## config.mk

```make
export PLATFORM = sky130hd
export DESIGN_NAME = qpsk_frame_ctrl
export DESIGN_NICKNAME = d
export VERILOG_FILES = /design/src/rtl/qpsk_pkg.sv /design/src/rtl/qpsk_frame_ctrl.sv
export SDC_FILE = /design/constraint.sdc
export NUM_CORES = 1
export LEC_CHECK = 0
export CORE_MARGIN = 1
export CORE_UTILIZATION = 62
export DETAILED_ROUTE_END_ITERATION = 8
export PLACE_DENSITY = 0.95
export SETUP_SLACK_MARGIN = 0.05
export SLEW_MARGIN = 5
export SYNTH_ARGS = -nofsm -noshare
export SYNTH_HDL_FRONTEND = slang
export SYNTH_SLANG_ARGS = --single-unit
```

## constraint.sdc

```tcl
create_clock -name clk -period 4.6 [get_ports clk]
set_clock_uncertainty 0.05 [all_clocks]
set_input_delay 0.92 -clock clk [delete_from_list [all_inputs] [get_ports clk]]
set_output_delay 0.92 -clock clk [all_outputs]
set_load 0.01 [all_outputs]
```

## src/rtl/qpsk_pkg.sv

```systemverilog
// Shared types and default constants for the QPSK frame scheduler.
// Holds the frame FSM state encoding and the default frame geometry.
// Imported by the frame controller and by anything that decodes its state.
package qpsk_pkg;

  typedef enum logic [1:0] {
    IDLE     = 2'd0,
    PREAMBLE = 2'd1,
    PAYLOAD  = 2'd2,
    GAP      = 2'd3
  } qpsk_state_t;

  localparam int unsigned QPSK_PRE_LEN     = 16;
  localparam int unsigned QPSK_PAY_LEN     = 256;
  localparam int unsigned QPSK_GAP_LEN     = 4;
  localparam logic [31:0] QPSK_PRE_PATTERN = 32'hCCF0_A55A;

  localparam int unsigned QPSK_FRAME_CNT_W = 16;

endpackage

```

## src/rtl/qpsk_frame_ctrl.sv

```systemverilog
// QPSK frame scheduler: preamble from PRE_PATTERN, PRBS payload, idle gap, repeat.
// Latency: 1 cycle from i_enable (or a PRBS pair) to the registered symbol output.
// Backpressure: output register loads only when empty or accepted; PRBS pulled only on a load.
module qpsk_frame_ctrl
  import qpsk_pkg::*;
#(
  parameter int unsigned PRE_LEN     = QPSK_PRE_LEN,
  parameter int unsigned PAY_LEN     = QPSK_PAY_LEN,
  parameter int unsigned GAP_LEN     = QPSK_GAP_LEN,
  parameter logic [31:0] PRE_PATTERN = QPSK_PRE_PATTERN
) (
  input  logic                        clk,
  input  logic                        rst_n,
  input  logic                        i_enable,
  input  logic                        i_prbs_I,
  input  logic                        i_prbs_Q,
  input  logic                        i_prbs_valid,
  output logic                        o_prbs_ready,
  output logic                        o_bit_I,
  output logic                        o_bit_Q,
  output logic                        o_sym_valid,
  input  logic                        i_sym_ready,
  output logic                        o_sof,
  output logic                        o_eof,
  output logic                        o_busy,
  output logic [QPSK_FRAME_CNT_W-1:0] o_frame_cnt
);

  // Full-width compare targets for the 16-bit phase counters.
  localparam logic [15:0] PRE_LAST = 16'(PRE_LEN - 1);
  localparam logic [15:0] PAY_LAST = 16'(PAY_LEN - 1);
  localparam logic [15:0] GAP_END  = 16'(GAP_LEN);
  localparam logic [QPSK_FRAME_CNT_W-1:0] FCNT_ONE = {{(QPSK_FRAME_CNT_W-1){1'b0}}, 1'b1};

  qpsk_state_t                 r_state;
  logic [15:0]                 r_sym_cnt;
  logic [15:0]                 r_gap_cnt;
  logic                        r_bit_I;
  logic                        r_bit_Q;
  logic                        r_sym_valid;
  logic                        r_sof;
  logic                        r_eof;
  logic [QPSK_FRAME_CNT_W-1:0] r_frame_cnt;

  logic w_load_en;
  logic w_start;
  logic w_pre_I;
  logic w_pre_Q;

  // Output register may take a new symbol when empty or being accepted this cycle.
  assign w_load_en = !r_sym_valid || i_sym_ready;

  // A frame starts from IDLE or from the boundary slot at the end of GAP; both look identical.
  assign w_start = i_enable && w_load_en &&
                   ((r_state == IDLE) || ((r_state == GAP) && (r_gap_cnt == GAP_END)));

  // Preamble symbol n lives in pattern bits [2n+1:2n], I on the odd bit.
  assign w_pre_I = PRE_PATTERN[{r_sym_cnt[3:0], 1'b1}];
  assign w_pre_Q = PRE_PATTERN[{r_sym_cnt[3:0], 1'b0}];

  // PRBS pair is taken exactly when the output register loads during payload.
  assign o_prbs_ready = (r_state == PAYLOAD) && w_load_en;

  assign o_bit_I     = r_bit_I;
  assign o_bit_Q     = r_bit_Q;
  assign o_sym_valid = r_sym_valid;
  assign o_sof       = r_sof;
  assign o_eof       = r_eof;
  assign o_busy      = (r_state != IDLE);
  assign o_frame_cnt = r_frame_cnt;

  // Frame FSM and output holding register in one place so state and symbol never diverge.
  always_ff @(posedge clk or negedge rst_n) begin
    if (!rst_n) begin
      r_state     <= IDLE;
      r_sym_cnt   <= 16'd0;
      r_gap_cnt   <= 16'd0;
      r_bit_I     <= 1'b0;
      r_bit_Q     <= 1'b0;
      r_sym_valid <= 1'b0;
      r_sof       <= 1'b0;
      r_eof       <= 1'b0;
      r_frame_cnt <= '0;
    end else if (w_start) begin
      r_bit_I     <= PRE_PATTERN[1];
      r_bit_Q     <= PRE_PATTERN[0];
      r_sym_valid <= 1'b1;
      r_sof       <= 1'b1;
      r_eof       <= 1'b0;
      r_gap_cnt   <= 16'd0;
      if (PRE_LAST == 16'd0) begin
        r_state   <= PAYLOAD;
        r_sym_cnt <= 16'd0;
      end else begin
        r_state   <= PREAMBLE;
        r_sym_cnt <= 16'd1;
      end
    end else begin
      case (r_state)
        IDLE: begin
          if (w_load_en) begin
            r_sym_valid <= 1'b0;
            r_sof       <= 1'b0;
            r_eof       <= 1'b0;
          end
        end
        PREAMBLE: begin
          if (w_load_en) begin
            r_bit_I     <= w_pre_I;
            r_bit_Q     <= w_pre_Q;
            r_sym_valid <= 1'b1;
            r_sof       <= 1'b0;
            r_eof       <= 1'b0;
            if (r_sym_cnt == PRE_LAST) begin
              r_state   <= PAYLOAD;
              r_sym_cnt <= 16'd0;
            end else begin
              r_sym_cnt <= r_sym_cnt + 16'd1;
            end
          end
        end
        PAYLOAD: begin
          if (w_load_en) begin
            if (i_prbs_valid) begin
              r_bit_I     <= i_prbs_I;
              r_bit_Q     <= i_prbs_Q;
              r_sym_valid <= 1'b1;
              r_sof       <= 1'b0;
              r_eof       <= (r_sym_cnt == PAY_LAST);
              if (r_sym_cnt == PAY_LAST) begin
                r_frame_cnt <= r_frame_cnt + FCNT_ONE;
                r_sym_cnt   <= 16'd0;
                r_gap_cnt   <= 16'd0;
                r_state     <= GAP;
              end else begin
                r_sym_cnt <= r_sym_cnt + 16'd1;
              end
            end else begin
              // Source starved: emit a bubble and keep waiting in payload.
              r_sym_valid <= 1'b0;
              r_sof       <= 1'b0;
              r_eof       <= 1'b0;
            end
          end
        end
        GAP: begin
          // Last symbol drains here; the gap count runs regardless of stalls.
          if (w_load_en) begin
            r_sym_valid <= 1'b0;
            r_sof       <= 1'b0;
            r_eof       <= 1'b0;
          end
          if (r_gap_cnt != GAP_END) begin
            r_gap_cnt <= r_gap_cnt + 16'd1;
          end else if (!i_enable) begin
            r_state <= IDLE;
          end
        end
        default: r_state <= IDLE;
      endcase
    end
  end

endmodule

```

==> results by group <==
Outcome
  • Status: completed

Place
  • Gp weighted congestion: about 0.85
  • Detailed-placement wirelength estimate: just under 5000 um
  • Dpl ws: approximately 1.2 ns
  • Placed cell areas: ~0.0036 mm^2
  • IO Port Bufs: 29

Clocking
  • CTS Hold Bufs: 0
  • Number of clock sinks: 55
  • CTS clk-pin slew, worst paths: approximately 0.10 ns
  • Clk_lat worst skew: just over 0.3 ns
  • CTS resizes: 0
  • Post-CTS setup buffer count: 0
  • CTS tree: yes
  • CTS H-tree depth: 2
  • Deepest clock path buffer count: 2
  • CTS buffer count: 5
  • Clock Tree Root: clkbuf_8

Final layout
  • Area Growth Syn to Fin: 12.24%
  • Register area: 0.001376 mm^2
  • Area of the multi-input gates: about 0.0018 mm^2
  • Post-route cell area: approximately 0.0037 mm^2
  • NumNets Final: 386
  • Antenna cells: 0
  • # fillers: around 370
  • Share of cells above drive strength 1: approximately 8.4%

Die
  • Die Span X: between 70 and 80 um
  • Die ar.: 0.005555 mm^2
  • Io pins: 30
  • Core box area: 0.005075 mm^2
  • Initial Util: ~64%
  • Core Rows: 26
  • Chip Height: 74.54 um

Critical path
  • Crit-path max FO: 5
  • Critical path class: input port to output pin
  • R2R depth: 6
  • FF-to-FF End: r_gap_cnt[3]
  • Worst Setup SP: i_sym_ready
  • Startpoint types: input port
  • Worst Path Arrival: approximately 2.3 ns
  • Reg2reg start: r_gap_cnt[7]
  • Worst setup EP type: output pin
  • Required @ worst endpoint: 3.63 ns
  • Worst R2R Setup Slack: about 2.0 ns

GRT
  • Grt ovf: 0
  • Tot GR Track Use: between 20% and 30%
  • First-pass GRT wire length: ~11,000 um
  • Initial antenna violation count: 0
  • Largest net degree at the start of global routing: 56
  • Vias in the first global route: 2,427

STA
  • Setup ws final: approximately 1.3 ns
  • Slew @ Worst Pin: about 1.1 ns
  • Max Freq: approximately 0.31 GHz
  • Final TNS setup: 0 ns
  • Worst slew margin: between 20% and 30%
  • Final setup violating endpoints: 0
  • Final Hold Vio Count: 0
  • Fin. max-slew vios: 0
  • WHS: approximately 0.44 ns
  • Final period utilization: 71.21%
  • RSZ-0062 raised after global routing: false
  • Tmin final: approximately 3.3 ns

Worst hold path
  • Worst Min Path Start: o_frame_cnt[15]
  • Hold endpoint: o_frame_cnt[15]
  • Cell count of the worst hold path: 1
  • Worst hold path type: flop to flop

Drt
  • Post-DRT Antenna Nets: 0
  • Initial DRC count: 224
  • Vias: about 2,800
  • DRT Pass-1 Iters: 5
  • DR DRC count: 0
  • Vias per inst: around 6.3
  • Post-Route WL: around 7000 um
  • Post-DR wirelength/cell: around 16 um

Synthesis
  • Sequential element share of the synthesized area: 42.19%
  • Top cell type by total area after synthesis: dfrtp_1
  • Avg Inst Size Synth: roughly 9.5 um^2
  • Synthesized flop and latch total: 55
  • Most used DFF post-synth: dfrtp_1
  • Ys async rst share: 100.0%
  • Netlist cell types: 60
  • Mapped Cells: ~350
  • Post-synth EDFFs: 0
  • Syn_nets: roughly 360
  • YS warnings: 0
  • Synth area leaders: dfrtp_1 42%, nand2_1 4.6%, ha_1 4.2%
  • Top cell type's share of synthesized area: around 42%
  • Syn Std Cell Area: between 0.003 and 0.004 mm^2

Pwr
  • Power Total: between 1 and 1.5 mW
  • Max VDD drop: ~0.00024 V
  • P per Cell Area: about 270 mW/mm^2
  • Leak Pwr: 1.510 nW

Flow run
  • Max-Cap Viols: 0
-- layer usage --
metal	GRT usage, %	share of wire [%]	wire, um
met1	35.05	44	3067
met2	42.34	49	3455
met3	4.607	5.5	383
met4	9.644	1.4	95
met5	0	0	0
-- cells by family after synthesis --
family,synth area share (%)
simple gates,24.32
compound gates,19.91
flops,42.19
buf+inv,3.951
xor+xnor,4.028
fa+ha+maj,4.219
mux,1.381
-- placed cells by master (no fill, tap or decap), drive strengths merged, types with 2 or more instances in the layout --
cell type and count:
dfrtp 55, nand2 41, o21ai 31, clkdlybuf4s50 28, nor2 27, nand3 18
o31ai 14, inv 13, xnor2 12, nor3 12, nand4 12, ha 11
and3 10, nor4 8, a22o 7, nor2b 6, clkbuf 6, a21oi 6
a2bb2oi 5, and4 4, a21o 4, xor2 3, a31oi 3, o22a 3
mux2i 3, o41ai 3, nand2b 2, or2 2, or3 2, o211ai 2
a221oi 2, buf 2
-- area by class of cell --
type                            instances  share of cell area (%)
Sequential cell                        55                   37.59
Clock buffer                            6                   2.256
Timing Repair Buffer                   30                   7.997
Clock inverter                          2                  0.4443
Inverter                               13                   1.333
Tap cell                               70                   2.392
Multi-Input combinational cell        263                   47.98
-- stage by stage --
| stage | util (%) | std cells |
|---|---|---|
| 2_1_floorplan | - | 345 |
| 3_3_place_gp | 70.19 | 431 |
| 3_5_place_dp | 70.19 | 431 |
| 4_1_cts | 72.14 | 439 |
| 5_1_grt | 72.14 | 439 |
| 6_report | 72.14 | 439 |
-- cells in the mapped netlist (3+ instances only) --
master / n
dfrtp_1: 55
nand2_1: 40
nor2_1: 25
o21ai_0: 20
nand3_1: 17
inv_1: 13
o31ai_1: 13
nor3_1: 12
xnor2_1: 12
ha_1: 11
nand4_1: 11
and3_1: 10
o21ai_1: 10
a22o_1: 7
buf_2: 6
nor2b_1: 6
a21oi_1: 5
a2bb2oi_1: 4
clkbuf_1: 4
nor4_1: 4
a21o_1: 3
a31oi_1: 3
and4_1: 3
o22a_1: 3
xor2_1: 3
-- worst max path at each step --
stage / to
6_report: o_prbs_ready
5_1_grt: o_prbs_ready
4_1_cts: o_prbs_ready
3_5_place_dp: r_gap_cnt[3]
3_3_place_gp: r_gap_cnt[11]
2_1_floorplan: r_state[1]
-- flip-flops by register name, summed over array words and instances (netlist names) --
name         cells
o_bit_I          1
o_bit_Q          1
o_eof            1
o_frame_cnt     16
o_sof            1
o_sym_valid      1
r_gap_cnt       16
r_state          2
r_sym_cnt       16
-- where the power goes --
group          internal, mW  switching (mW)
sequential            0.518          0.0499
clock                 0.123           0.158
combinational        0.0738          0.0822
total                 0.715           0.290
-- worst max-delay path: stages --
cell and delay, ns:
clkdlybuf4s50_1 0.43, nor2b_1 0.36, nor2_1 0.10, clkdlybuf4s50_1 0.49
Note: power is estimated with default switching activity, not from simulation.
